===== config.mk =====
export PLATFORM = sky130hd
export DESIGN_NAME = hazard_ctrl
export DESIGN_NICKNAME = d
export VERILOG_FILES = /design/src/rtl/hazard_ctrl.sv
export SDC_FILE = /design/constraint.sdc
export NUM_CORES = 1
export LEC_CHECK = 0
export CORE_MARGIN = 2
export CORE_UTILIZATION = 44
export DETAILED_ROUTE_END_ITERATION = 10
export GPL_TIMING_DRIVEN = 1
export HOLD_SLACK_MARGIN = 0.03
export PLACE_DENSITY_LB_ADDON = 0.05
export SLEW_MARGIN = 20
export SYNTH_ARGS = -nofsm -noshare
export SYNTH_HDL_FRONTEND = slang
export SYNTH_SLANG_ARGS = --single-unit
export TNS_END_PERCENT = 20

===== constraint.sdc =====
create_clock -name clk -period 2.3 [get_ports clk]
set_clock_uncertainty 0.2 [all_clocks]
set_input_delay 0.46 -clock clk [delete_from_list [all_inputs] [get_ports clk]]
set_output_delay 0.46 -clock clk [all_outputs]
set_load 0.02 [all_outputs]

===== src/rtl/hazard_ctrl.sv =====
// rtl/hazard_ctrl.sv - load-use stall / taken-branch flush controller for a 5-stage pipeline
module hazard_ctrl #(
  parameter int LU_STALL_CYCLES = 1,
  parameter int CW              = 16
) (
  input  logic          clk,
  input  logic          rst,
  input  logic [31:0]   if_id_instr,
  input  logic [2:0]    id_ex_mem,
  input  logic [4:0]    id_ex_rt,
  input  logic          mem_branch_taken,
  input  logic          cnt_clr,
  output logic          pc_write,
  output logic          if_id_write,
  output logic          id_ex_bubble,
  output logic          if_id_flush,
  output logic          id_ex_flush,
  output logic          ex_mem_flush,
  output logic          stall_active,
  output logic [CW-1:0] stall_count,
  output logic [CW-1:0] flush_count
);

  localparam logic RUN   = 1'b0;
  localparam logic STALL = 1'b1;

  // The first bubble is issued from RUN, so STALL covers the remaining LU_STALL_CYCLES-1.
  localparam logic       MULTI    = (LU_STALL_CYCLES > 1);
  localparam logic [3:0] REM_INIT = 4'((LU_STALL_CYCLES > 1) ? (LU_STALL_CYCLES - 2) : 0);
  localparam logic [CW-1:0] CNT_MAX = '1;

  logic          state_q, state_d;
  logic [3:0]    rem_q, rem_d;
  logic [CW-1:0] stall_count_q, stall_count_d;
  logic [CW-1:0] flush_count_q, flush_count_d;

  logic [5:0] opcode;
  logic [4:0] rs, rt;
  logic       uses_rt;
  logic       load_use;
  logic       stall_inc;
  logic       flush_inc;

  // Decode: does the instruction in ID read the register a load in EX is about to write?
  always_comb begin
    opcode   = if_id_instr[31:26];
    rs       = if_id_instr[25:21];
    rt       = if_id_instr[20:16];
    uses_rt  = (opcode == 6'b000000) || (opcode == 6'b101011) || (opcode == 6'b000100);
    load_use = id_ex_mem[1] && (id_ex_rt != 5'd0) &&
               ((id_ex_rt == rs) || (uses_rt && (id_ex_rt == rt)));
  end

  // FSM next state and pipeline control; a taken branch always beats a stall.
  always_comb begin
    state_d      = state_q;
    rem_d        = rem_q;
    stall_inc    = 1'b0;
    flush_inc    = 1'b0;
    pc_write     = 1'b1;
    if_id_write  = 1'b1;
    id_ex_bubble = 1'b0;
    if_id_flush  = 1'b0;
    id_ex_flush  = 1'b0;
    ex_mem_flush = 1'b0;
    stall_active = 1'b0;

    if (mem_branch_taken) begin
      if_id_flush  = 1'b1;
      id_ex_flush  = 1'b1;
      ex_mem_flush = 1'b1;
      flush_inc    = 1'b1;
      state_d      = RUN;
      rem_d        = 4'd0;
    end else if ((state_q == STALL) || load_use) begin
      pc_write     = 1'b0;
      if_id_write  = 1'b0;
      id_ex_bubble = 1'b1;
      stall_active = 1'b1;
      stall_inc    = 1'b1;
      if (state_q == RUN) begin
        if (MULTI) begin
          state_d = STALL;
          rem_d   = REM_INIT;
        end
      end else if (rem_q == 4'd0) begin
        state_d = RUN;
      end else begin
        rem_d = rem_q - 4'd1;
      end
    end

    // Reset holds the pipeline frozen with a bubble in ID/EX.
    if (!rst) begin
      pc_write     = 1'b0;
      if_id_write  = 1'b0;
      id_ex_bubble = 1'b1;
      if_id_flush  = 1'b0;
      id_ex_flush  = 1'b0;
      ex_mem_flush = 1'b0;
      stall_active = 1'b0;
    end
  end

  // Saturating performance counters; clear wins over a same-cycle increment.
  always_comb begin
    stall_count_d = stall_count_q;
    flush_count_d = flush_count_q;
    if (cnt_clr) begin
      stall_count_d = '0;
      flush_count_d = '0;
    end else begin
      if (stall_inc && (stall_count_q != CNT_MAX)) stall_count_d = stall_count_q + CW'(1);
      if (flush_inc && (flush_count_q != CNT_MAX)) flush_count_d = flush_count_q + CW'(1);
    end
  end

  // State registers with asynchronous active-low reset.
  always_ff @(posedge clk or negedge rst) begin
    if (!rst) begin
      state_q       <= RUN;
      rem_q         <= 4'd0;
      stall_count_q <= '0;
      flush_count_q <= '0;
    end else begin
      state_q       <= state_d;
      rem_q         <= rem_d;
      stall_count_q <= stall_count_d;
      flush_count_q <= flush_count_d;
    end
  end

  assign stall_count = stall_count_q;
  assign flush_count = flush_count_q;

endmodule

Word-level counts from Yosys, hierarchy flattened

Index checks and enable logic that the tools add are counted.
Widths: inputs -> output; s select.

Register bits: 37
Bits of input ports: 44
Output and inout port bits: 39

$add $sub $neg: 3
Eq/ne operators: 7
Muxes and demuxes: 21
Reductions and logical operators: 17

Operators with widths:

| kind                  | count |
|---|---|
| $mux 16               | 4 |
| $add 16x1->16 const B | 2 |
| $ne 16x16->1 const B  | 2 |
| $mux 4                | 4 |
| $mux 1                | 13 |
| $eq 5x5->1            | 2 |
| $reduce_bool 2->1     | 4 |
| $eq 6x3->1 const B    | 1 |
| $eq 6x6->1 const B    | 1 |
| $logic_not 6->1       | 1 |
| $logic_and 1x1->1     | 5 |
| $reduce_bool 5->1     | 1 |
| $logic_not 4->1       | 1 |
| $logic_or 1x1->1      | 4 |
| $sub 4x1->4 const B   | 1 |
| $reduce_and 3->1      | 1 |
| $ne 2x2->1 const B    | 1 |

Logic depth before layout (Yosys ltp)

Word-level depth: 12
Depth in mapped cells: 9
Depth with buffers taken out: 7

Least setup slack after synthesis

OpenSTA, ideal clock, no wires.

Kind: input port to output port
Start: input port id_ex_rt[1]
End: output port pc_write
Data arrival time: 1765 ps
Path slack: -125 ps
Cell stages on the path: 6
Cell sequence: or4_1 > o21ai_1 > a21oi_1 > nor2_1 > and2_1 > buf_4

Word-level cells in the longest chain between the ends: 8

RTL lines:

| what                     | RTL line | source |
|---|---|---|
| from (decl)              | 10       | `input logic [4:0] id_ex_rt,` |
| $eq 5x5->1               | 51       | `((id_ex_rt == rs) \|\| (uses_rt && (id_ex_rt == rt)));` |
| $logic_and 1x1->1        | 51       |  |
| $logic_or 1x1->1         | 51       |  |
| $logic_and 1x1->1 (*)    | 50       | `load_use = id_ex_mem[1] && (id_ex_rt != 5'd0) &&` |
| $logic_or 1x1->1 (*)     | 75       | `end else if ((state_q == STALL) \|\| load_use) begin` |
| $mux 1 (*) (3 in series) | --       |  |
| to (decl)                | 13       | `output logic pc_write,` |

Mark *: on every way between the ends. The rest lies on a longest branch, timed or not.

Final worst setup path

Start: input port if_id_instr[31]
End: output port pc_write

Word-level cells in the longest chain between the ends: 10

RTL lines:

| what                                                 | RTL line | source |
|---|---|---|
| from (decl)                                          | 8        | `input logic [31:0] if_id_instr,` |
| $eq 6x6->1 / $logic_not 6->1 (equally long branches) | 49       | `uses_rt = (opcode == 6'b000000) \|\| (opcode == 6'b101011) \|\| (opcode == 6'b000100);` |
| $logic_or 1x1->1                                     | 49       |  |
| $logic_or 1x1->1 (*)                                 | 49       |  |
| $logic_and 1x1->1 (*)                                | 51       |  |
| $logic_or 1x1->1 (*)                                 | 51       |  |
| $logic_and 1x1->1 (*)                                | 50       |  |
| $logic_or 1x1->1 (*)                                 | 75       |  |
| $mux 1 (*)                                           | 75       |  |
| $mux 1 (*)                                           | 68       | `if (mem_branch_taken) begin` |
| $mux 1 (*)                                           | 94       | `if (!rst) begin` |

Marks and branches as above.

==> out/summary.txt <==
======================================================================================
TritonCTS clock tree                                                             built
Required time of the critical path                                             1.64 ns
Detailed-placement wirelength estimate                                        3.772 mm
Warnings from Yosys                                                                  0
Pin count of the biggest net entering global routing                                36
Post-synthesis register bit count                                                   37
Total power                                                                   1.514 mW
Post-synth EDFFs                                                                     0
Full die area                                                                 5449 µm²
Share of the cycle needed by the critical path after routing                     1.050
CTS sink cnt                                                                        37
Critical Path Sink Type                                                     output pin
Die span in y                                                                 73.82 µm
Fraction of layout instances using a drive strength above 1                     0.2853
Grt ovf                                                                              0
Syn Nets                                                                           277
Insertion delay to the later sink of the worst-skew pair                       0.29 ns
Number of global-route vias before repair                                         1902
Post-DR vias/cell                                                                5.267
Fill cell count                                                                    369
Count of final hold-check violations                                                 0
Placer congestion estimate                                                      0.8692
Layout Area Growth over Synthesis                                               57.12%
Switching Fraction                                                              0.2226
Arrival time of the worst setup path                                           1.76 ns
Share of flip-flops with an asynchronous set or reset after synthesis            1.000
Part of the power in the clock network                                           0.443
Post-Place Setup Slack                                                       -1.001 ns
Leakage power total                                                           1.468 nW
Combinational cell fraction of total power                                       0.123
Violations in the final reports                                           setup timing
Pre-Repair DR Iteration Count                                                        5
Minimum clock period                                                          2.415 ns
Tightest Hold Check Type                                                  primary input to asynchronous set/reset pin
Net switching power figure                                                    337.1 µW
Number of placed I/O pins                                                           83
Largest buffer count on any clock path                                               2
Number of pins exceeding their max-slew limit in the final report                    0
Number of rows created at floorplan                                                 25
Final worst hold slack                                                       0.1117 ns
Biggest fanout along the worst timing path                                           3
Outcome                                                                   finished, violations left
Post-route standard cell area excluding fillers                               3369 µm²
Ys flop type                                                              sky130_fd_sc_hd__dfrtp_1
Worst setup path category                                                 primary input to output pin
Count of final setup violators                                                       4
Transition time of the tightest slew-check pin                               0.4502 ns
Power share of the sequential group                                              0.434
Sequential element share of the synthesized area                                0.4317
Synthesized area                                                              2145 µm²
Layout Cells excl Fill                                                             393
Number of H-tree levels                                                              2
Peak supply drop                                                             0.3866 mV
Worst setup slack for register-to-register paths                               0.04 ns
RSZ-0062 raised after global routing                                              true
Setup slack of the critical path after layout                               -0.1151 ns
Clk slew on worst S/H paths                                                    0.08 ns
Startpoint of the worst-slack reg-to-reg timing path                      stall_count[3]
Power per cell area                                                       449.3 nW/µm²
DRC violation total after the first TritonRoute iteration                          150
Overall track demand over capacity in global routing                            0.2097
Number of distinct standard cells referenced by the synthesized netlist             39
Routed wire length                                                            5.681 mm
Type of origin of the critical path                                       primary input
Antenna diode count                                                                  0
Detailed-route wire length per cell                                           14.46 µm
Worst r2r path cells                                                                 7
Achievable clock frequency                                                   414.1 MHz
Post-Synthesis Mean Instance Area                                            9.365 µm²
Initial antenna violation count                                                      0
Endpoint of the worst-slack reg-to-reg timing path                        stall_count[12]
Int Power                                                                     1.177 mW
Root Buffer Master                                                        sky130_fd_sc_hd__clkbuf_8
Drt drc                                                                              0
Setup TNS after final layout                                                -0.3585 ns
Die span in x                                                                 73.82 µm
PortBufs                                                                            64
TritonCTS Buffers                                                                    5
Number of routed nets with antenna violations                                        0
Relative slew margins                                                           0.6999
Cell area after placement                                                     3032 µm²
Post-synthesis cell count                                                          229
Core area                                                                     4723 µm²
Initial core utilization                                                        0.4540
Max-cap violations                                                                   0
Total number of vias                                                              2070
Placed Cells                                                                       380
Number of nets in the layout                                                       373
Final core utilization                                                          0.7134
Global-route wire length before repair                                        8.818 mm
======================================================================================
==> area by class of cell <==
class | count | area, µm² | area share
clock inverters | 3 | 65.06 | 0.01931
inverters | 6 | 22.52 | 0.006684
multi-input cells | 178 | 1343 | 0.3984
flip-flops and latches | 37 | 925.9 | 0.2748
well taps | 67 | 83.83 | 0.02488
repair buffers | 97 | 860.8 | 0.2555
clock buffers | 5 | 68.82 | 0.02042
==> layout by cell type (no fill, tap or decap), types with 4 or more instances in the layout <==
| cell type | n |
|---|---|
| sky130_fd_sc_hd__a21oi_1 | 11 |
| sky130_fd_sc_hd__a21oi_2 | 4 |
| sky130_fd_sc_hd__and3_1 | 5 |
| sky130_fd_sc_hd__and4_1 | 5 |
| sky130_fd_sc_hd__buf_2 | 6 |
| sky130_fd_sc_hd__buf_4 | 31 |
| sky130_fd_sc_hd__buf_6 | 6 |
| sky130_fd_sc_hd__clkbuf_8 | 5 |
| sky130_fd_sc_hd__clkdlybuf4s50_1 | 37 |
| sky130_fd_sc_hd__dfrtp_1 | 37 |
| sky130_fd_sc_hd__dlygate4sd2_1 | 8 |
| sky130_fd_sc_hd__inv_1 | 6 |
| sky130_fd_sc_hd__nand2_1 | 11 |
| sky130_fd_sc_hd__nand3_1 | 12 |
| sky130_fd_sc_hd__nand4_1 | 6 |
| sky130_fd_sc_hd__nor2_1 | 29 |
| sky130_fd_sc_hd__o21ai_1 | 4 |
| sky130_fd_sc_hd__o31ai_1 | 5 |
| sky130_fd_sc_hd__or3_1 | 7 |
| sky130_fd_sc_hd__or4_4 | 4 |
| sky130_fd_sc_hd__xnor2_1 | 6 |
| sky130_fd_sc_hd__xor2_1 | 15 |
| sky130_fd_sc_hd__xor2_2 | 4 |
==> power by group through the flow <==
| stage | clock network, mW | registers [mW] | logic (mW) |
|---|---|---|---|
| 3_5_place_dp | 0 | 0.671 | 0.172 |
| 5_1_grt | 0.712 | 0.658 | 0.201 |
| 3_3_place_gp | 0 | 0.670 | 0.170 |
| 6_report | 0.670 | 0.658 | 0.186 |
| 2_1_floorplan | 0 | 0.675 | 0.0612 |
| 4_1_cts | 0.685 | 0.658 | 0.178 |
==> state kept, by name, indices dropped and copies added, names as in the netlist <==
register and flops:
stall_count 16, rem_q 4, flush_count 16, state_q 1
==> worst max-delay path by stage <==
| stage | start | slack (ns) | endpoint |
|---|---|---|---|
| final | if_id_instr[31] | -0.12 | pc_write |
| after global routing | if_id_instr[31] | -0.15 | pc_write |
| after CTS | if_id_instr[31] | -0.13 | pc_write |
| after detailed placement | id_ex_rt[2] | -1.00 | pc_write |
| after global placement | id_ex_rt[2] | -0.95 | if_id_write |
| after floorplan | if_id_instr[27] | -0.01 | stall_active |
==> cell families after synthesis <==
kind of cell | Yosys count | share of synthesized area
adder cells (fa/ha/maj) | 4 | 0.02334
buffers and inverters | 16 | 0.03851
AND/OR/NAND/NOR | 106 | 0.2713
AO/OA/AOI/OAI | 35 | 0.1044
multiplexers | 4 | 0.02042
XOR/XNOR | 27 | 0.1103
flip-flops | 37 | 0.4317
==> cells in the mapped netlist, types with 2 or more instances <==
library cell | instances | area, µm²
sky130_fd_sc_hd__clkbuf_1 | 5 | 18.77
sky130_fd_sc_hd__nand4_1 | 6 | 37.54
sky130_fd_sc_hd__nor4_1 | 4 | 25.02
sky130_fd_sc_hd__buf_4 | 4 | 30.03
sky130_fd_sc_hd__o31ai_1 | 5 | 37.54
sky130_fd_sc_hd__mux2_1 | 3 | 33.78
sky130_fd_sc_hd__o21ai_1 | 5 | 25.02
sky130_fd_sc_hd__nor2_1 | 31 | 116.4
sky130_fd_sc_hd__or3_1 | 7 | 43.79
sky130_fd_sc_hd__xor2_1 | 19 | 166.4
sky130_fd_sc_hd__xnor2_1 | 8 | 70.07
sky130_fd_sc_hd__and4_1 | 5 | 43.79
sky130_fd_sc_hd__nor3_1 | 3 | 15.01
sky130_fd_sc_hd__nand2_1 | 12 | 45.04
sky130_fd_sc_hd__a31oi_1 | 2 | 12.51
sky130_fd_sc_hd__nor2b_1 | 5 | 31.28
sky130_fd_sc_hd__and2_1 | 4 | 25.02
sky130_fd_sc_hd__or4_1 | 6 | 45.04
sky130_fd_sc_hd__dfrtp_1 | 37 | 925.9
sky130_fd_sc_hd__nand3_1 | 13 | 65.06
sky130_fd_sc_hd__ha_1 | 4 | 50.05
sky130_fd_sc_hd__inv_1 | 6 | 22.52
sky130_fd_sc_hd__a21oi_1 | 15 | 75.07
sky130_fd_sc_hd__and3_1 | 5 | 31.28
==> metal layers <==
layer / global-route usage / share of wire / up-vias
met5: 0 / 0 / -
met4: 0.04242 / 0.0072 / 0
met3: 0.03704 / 0.041 / 5
met2: 0.3651 / 0.51 / 52
met1: 0.2726 / 0.45 / 1009
li1: - / - / 1004
==> what timing repair did <==
| action | 4_1_cts | 5_1_grt |
|---|---|---|
| setup endpoints to repair | 23 | 18 |
| pin swaps | 19 | 12 |
| gates cloned | 0 | 2 |
| endpoints found under the hold margin | 2 | 0 |
| buffers inserted | 2 | 0 |
| gates resized for setup | 91 | 23 |
| hold buffers | 1 | 0 |
==> worst max-delay path, cell delays in order <==
cell	delay, ns
sky130_fd_sc_hd__buf_6	0.09
sky130_fd_sc_hd__or4_4	0.52
sky130_fd_sc_hd__o21ai_2	0.08
sky130_fd_sc_hd__nand3_2	0.10
sky130_fd_sc_hd__a21oi_2	0.17
sky130_fd_sc_hd__nor2_2	0.06
sky130_fd_sc_hd__and2_4	0.15
sky130_fd_sc_hd__buf_6	0.12
Note: power is estimated with default switching activity, not from simulation.
